<file path="src/rtl/mul_div_unit.sv">
// mul_div_unit - multi-cycle multiply/divide responder for the execute stage.
//
// Multiply finishes in one cycle. Divide is a 32-step radix-2 restoring
// iteration with a sign fixup on the last step. The result is presented on
// hi/lo together with a one-cycle done pulse.
//
// Optional feature macro: MDU_DIV_ZERO_EN
//   When defined, a divide by zero short-circuits straight to DONE and the
//   div_zero output is present.
//
// Ports:
//   clk       in   system clock, rising edge
//   rst       in   synchronous active-low reset
//   start     in   mul/div instruction present in E (level, held while stalled)
//   mul_div   in   0 = multiply, 1 = divide
//   is_sign   in   1 = signed, 0 = unsigned
//   flush     in   E-stage flush, aborts any operation
//   src_a     in   multiplicand / dividend
//   src_b     in   multiplier / divisor
//   stall     out  pipeline hold request (combinational)
//   done      out  one-cycle result pulse
//   hi        out  product[63:32] or remainder
//   lo        out  product[31:0] or quotient
//   div_zero  out  divisor was zero (MDU_DIV_ZERO_EN only)
//   dbgState  out  current FSM state (0 IDLE, 1 DIV, 2 DONE)
//
// Handshake: start acts as "valid" and ~stall as "ready". A request is
// accepted in the IDLE cycle where start=1 and flush=0; the pipeline keeps
// start and the operands steady for as long as stall is high. The instruction
// leaves E at the end of the DONE cycle, so its still-high start is ignored.
module mul_div_unit (
    input  logic        clk,
    input  logic        rst,
    input  logic        start,
    input  logic        mul_div,
    input  logic        is_sign,
    input  logic        flush,
    input  logic [31:0] src_a,
    input  logic [31:0] src_b,
    output logic        stall,
    output logic        done,
    output logic [31:0] hi,
    output logic [31:0] lo,
`ifdef MDU_DIV_ZERO_EN
    output logic        div_zero,
`endif
    output logic [1:0]  dbgState
);

    localparam logic [1:0] IDLE = 2'd0;
    localparam logic [1:0] DIV  = 2'd1;
    localparam logic [1:0] DONE = 2'd2;

    logic [1:0]  state;
    logic [31:0] hiReg;
    logic [31:0] loReg;
    logic [31:0] remReg;
    logic [31:0] quoReg;
    logic [31:0] divisorReg;
    logic [4:0]  cnt;
    logic        negQuo;
    logic        negRem;
`ifdef MDU_DIV_ZERO_EN
    logic        divZeroReg;
`endif

    // Multiply: sign-extending to 64 bits makes the low 64 bits of an
    // unsigned multiply equal the signed product, so one multiplier serves both.
    logic        extA;
    logic        extB;
    logic [63:0] product;
    logic [31:0] absA;
    logic [31:0] absB;

    always_comb begin
        extA    = is_sign & src_a[31];
        extB    = is_sign & src_b[31];
        product = {{32{extA}}, src_a} * {{32{extB}}, src_b};
        absA    = extA ? (32'd0 - src_a) : src_a;
        absB    = extB ? (32'd0 - src_b) : src_b;
    end

    // One restoring step. The remainder stays below the divisor, so the
    // shifted partial remainder fits in 33 bits and bit 32 of the trial
    // subtraction is the borrow.
    logic [32:0] trial;
    logic [31:0] remNext;
    logic [31:0] quoNext;

    always_comb begin
        trial = {remReg, quoReg[31]} - {1'b0, divisorReg};
        if (!trial[32]) begin
            remNext = trial[31:0];
            quoNext = {quoReg[30:0], 1'b1};
        end else begin
            remNext = {remReg[30:0], quoReg[31]};
            quoNext = {quoReg[30:0], 1'b0};
        end
    end

    always_ff @(posedge clk) begin
        if (!rst) begin
            state      <= IDLE;
            hiReg      <= 32'd0;
            loReg      <= 32'd0;
            remReg     <= 32'd0;
            quoReg     <= 32'd0;
            divisorReg <= 32'd0;
            cnt        <= 5'd0;
            negQuo     <= 1'b0;
            negRem     <= 1'b0;
`ifdef MDU_DIV_ZERO_EN
            divZeroReg <= 1'b0;
`endif
        end else begin
`ifdef MDU_DIV_ZERO_EN
            // Set only on the IDLE->DONE zero-divisor edge, so high exactly in DONE.
            divZeroReg <= 1'b0;
`endif
            if (flush) begin
                state <= IDLE;
            end else begin
                case (state)
                    IDLE: begin
                        if (start) begin
                            if (!mul_div) begin
                                hiReg <= product[63:32];
                                loReg <= product[31:0];
                                state <= DONE;
                            end
`ifdef MDU_DIV_ZERO_EN
                            else if (src_b == 32'd0) begin
                                hiReg      <= src_a;
                                loReg      <= 32'hFFFF_FFFF;
                                divZeroReg <= 1'b1;
                                state      <= DONE;
                            end
`endif
                            else begin
                                remReg     <= 32'd0;
                                quoReg     <= absA;
                                divisorReg <= absB;
                                negQuo     <= is_sign & (src_a[31] ^ src_b[31]);
                                negRem     <= is_sign & src_a[31];
                                cnt        <= 5'd0;
                                state      <= DIV;
                            end
                        end
                    end
                    DIV: begin
                        remReg <= remNext;
                        quoReg <= quoNext;
                        cnt    <= cnt + 5'd1;
                        if (cnt == 5'd31) begin
                            hiReg <= negRem ? (32'd0 - remNext) : remNext;
                            loReg <= negQuo ? (32'd0 - quoNext) : quoNext;
                            state <= DONE;
                        end
                    end
                    DONE:    state <= IDLE;
                    default: state <= IDLE;
                endcase
            end
        end
    end

    assign stall    = rst & ~flush & (((state == IDLE) & start) | (state == DIV));
    assign done     = (state == DONE);
    assign hi       = hiReg;
    assign lo       = loReg;
    assign dbgState = state;
`ifdef MDU_DIV_ZERO_EN
    assign div_zero = divZeroReg;
`endif

endmodule

</file>
<file path="config.mk">
export PLATFORM = sky130hd
export DESIGN_NAME = mul_div_unit
export DESIGN_NICKNAME = d
export VERILOG_FILES = /design/src/rtl/mul_div_unit.sv
export SDC_FILE = /design/constraint.sdc
export NUM_CORES = 2
export LEC_CHECK = 0
export CAP_MARGIN = 20
export CORE_MARGIN = 2
export CORE_UTILIZATION = 25
export DETAILED_ROUTE_END_ITERATION = 8
export HOLD_SLACK_MARGIN = 0.06
export SKIP_CTS_REPAIR_TIMING = 1
export SYNTH_ARGS = -nofsm -noshare
export SYNTH_HDL_FRONTEND = slang
export SYNTH_SLANG_ARGS = --single-unit
</file>
<file path="constraint.sdc">
create_clock -name clk -period 24.2 [get_ports clk]
set_input_delay 4.84 -clock clk [delete_from_list [all_inputs] [get_ports clk]]
set_output_delay 4.84 -clock clk [all_outputs]
set_load 0.05 [all_outputs]
</file>
==> metrics.md <==
| Metric | Value |
|---|---|
| Outcome | `finished, violations left` |
| Failing checks | `DRC` |
| Xor-xnor portion of the synthesized cell area | `3.627%` |
| Die area | `202600 um^2` |
| Non-Filler Instances | `8342` |
| End of the worst hold path | `lo[12]` |
| DIE WIDTH | `450.1 um` |
| Layout Nets | `7130` |
| Worst slew margin | `20.69%` |
| Synthesized area | `49740 um^2` |
| Setup_tns | `0 ns` |
| Largest net degree at the start of global routing | `94` |
| Dominant synthesized flop cell | `dfxtp_1` |
| DRC | `2` |
| Routed vias/inst | `4.801` |
| Synth Warn # | `0` |
| CP dominant cell by count | `fa_1` |
| Max cap viols | `0` |
| Dpl ws | `9.369 ns` |
| Synthesized Nets | `7268` |
| RSZ-0062 raised after global routing | `no` |
| Critical-path top delay cell | `and2_1` |
| Grt met3 use | `2.031%` |
| Routed WL per cell | `20.05 um` |
| FF+latch count, synth | `169` |
| Met1 Use GR | `21.36%` |
| Pre-antenna DRT Iters | `8` |
| Fraction of the mapped netlist area in compound gates | `9.342%` |
| ANT nets after route | `0` |
| Vias | `40050` |
| Routed WL | `167200 um` |
| CP max stage delay | `0.68 ns` |
| CTS Buf Count | `17` |
| I/O Buffers | `137` |
| Placed cells | `8303` |
| Critical Path AT | `14.70 ns` |
| CP endpoint kind | `flop` |
| Period minus WS final | `14.37 ns` |
| Clk Latency, worst-skew pair | `0.46 ns` |
| Syn Inst Count | `5821` |
| Yosys cell types | `85` |
| Placer Congestion | `0.9053` |
| Startpoint Class | `primary input` |
| Met2 GRT Util | `27.78%` |
| Hpwl dp | `124900 um` |
| Async SR Flop Fraction | `0%` |
| Core area | `197600 um^2` |
| Die Span Y | `450.1 um` |
| GRT busiest layer | `met2` |
| First-pass GRT wire length | `259200 um` |
| Hold path depth | `2` |
| Layout area overhead | `9.022%` |
| I/O Pins | `138` |
| Slew @ Worst Pin | `1.190 ns` |
| Clock slew seen by the registers of the worst setup and hold paths | `0.09 ns` |
| Reg2reg setup slack | `18.57 ns` |
| Worst Path Max Fanout | `23` |
| CTS tree | `built` |
| Root Driver | `clkbuf_16` |
| Vias in the first global route | `42250` |
| Reg-to-Reg Start | `quoReg[31]` |
| Crit path buf inv count | `8` |
| WP data required | `24.53 ns` |
| Largest family of logic cells by synthesized area | `adder cells` |
| Share of layout cells above drive strength 1 | `2.844%` |
| Setup ws final | `9.827 ns` |
| Grt total ovfl | `0` |
| Final Hold Fails | `0` |
| Setup CP Type | `in -> reg` |
| CTS Sinks | `169` |
| H-tree levels | `4` |
| Slew Limit Fails | `0` |
| Worst r2r dst | `hi[27]` |
| Register area share after synthesis | `6.801%` |
| Multiplexer area fraction after synthesis | `0.3647%` |
| Worst r2r path cells | `18` |
| Synth Area in Adders | `51.63%` |
| Initial antenna violation count | `13` |
| Setup crit start | `is_sign` |
| EDFF count, synth | `0` |
| Initial DRC count | `3489` |
| Rows | `163` |
| Post-Synth Simple-Gate Area | `16.39%` |
| Endpoints failing setup | `0` |
| Clk_skew | `0.02715 ns` |
| Peak Freq | `69.57 MHz` |
| Clock Path Buffers | `2` |
| CP top delay family | `adder cells` |
| Avg Inst Size Synth | `8.546 um^2` |
| Total global-route track usage | `16.48%` |
| Fin crit share | `59.39%` |
| Initial Util | `25.17%` |
| Worst hold path type | `reg -> reg` |
| Min-delay src | `lo[12]` |
-- cell families (layout without fill, tap and decap cells) --
family                   count (synthesis)  in the layout
AND/OR/NAND/NOR                       1777           1777
buffers and inverters                 1567           1442
adder cells (fa/ha/maj)               1377           1377
AO/OA/AOI/OAI                          707            707
XOR/XNOR                               206            206
flip-flops                             169            169
multiplexers                            18             18
other                                    0              6
-- final cells by class --
cell class	instances	area [um^2]
Fill cell	21100	143400
Antenna cell	6	15.01
Sequential cell	169	3383
Multi-Input combinational cell	4085	40510
Timing Repair Buffer	217	1907
Clock buffer	17	425.4
Inverter	1193	4481
Clock inverter	15	210.2
Tap cell	2640	3303
-- layout by cell type (no fill, tap or decap), drive strengths merged, types with 24 or more instances in the layout --
cell              n
a211oi           74
a21o             53
a21oi           214
a31oi            28
and2            352
and3             34
buf              97
clkdlybuf4s50   120
dfxtp           169
fa             1126
ha              251
inv            1201
nand2           876
nand2b           24
nand3            40
nor2            294
nor3             49
o211ai           28
o21ai           119
o31ai            28
xnor2           140
xor2             66
-- layer usage --
metal | wire length, um | vias to the layer above
li1 | - | 17350
met1 | 68620 | 20740
met2 | 79790 | 1631
met3 | 11260 | 318
met4 | 7563 | 2
met5 | 13 | -
-- worst min-delay path, delay by kind of cell (launching register included) --
kind	cells	cell delay, ns
simple gates	1	0.05
flops	1	0.32
compound gates	1	0.05
-- worst max path at each step --
stage,slack [ns],endpoint,cells after the start
6_report,9.83,hi[29],31
5_1_grt,9.40,hi[29],31
4_1_cts,9.85,hi[29],31
3_3_place_gp,9.43,hi[29],31
2_1_floorplan,11.48,hi[30],31
3_5_place_dp,9.37,hi[29],31
-- per-stage QoR --
| stage | util, % | instance area [um^2] | hold WS, ns |
|---|---|---|---|
| 3_5_place_dp | 27.10 | 53550 | 0.4535 |
| 5_1_grt | 27.44 | 54230 | 0.4811 |
| 4_1_cts | 27.42 | 54190 | 0.4649 |
| 6_report | 27.44 | 54230 | 0.4611 |
| 2_1_floorplan | - | 49740 | 0.4319 |
| 3_3_place_gp | 27.10 | 53550 | 0.4458 |
-- sequential cells by signal (all words and copies together) (netlist names) --
register    flops
negQuo          1
lo             32
remReg         32
divisorReg     32
hi             32
quoReg         32
dbgState        2
cnt             5
negRem          1
-- cell usage after synthesis (20+ instances only) --
cell type  count  area [um^2]
a211oi_1      72        540.5
a21o_1        52        390.4
a21oi_1      213         1066
a22oi_1       20        150.1
a311oi_1      20        175.2
a31oi_1       27        168.9
and2_1       351         2196
and3_1        34        212.7
buf_1         39        146.4
clkbuf_1     330         1239
dfxtp_1      169         3383
fa_1        1126        22540
ha_1         251         3141
inv_1       1190         4467
nand2_1      876         3288
nand2b_1      24        150.1
nand3_1       40        200.2
nand4_1       20        125.1
nor2_1       294         1104
nor3_1        49        245.2
o211ai_1      27        202.7
o21ai_0      114        570.6
o31ai_1       28        210.2
xnor2_1      140         1226
xor2_1        66        578.1
Power is left out: the tool's default activity adds up to more than one toggle a clock period on the data nets, which glitch-free logic cannot reach.
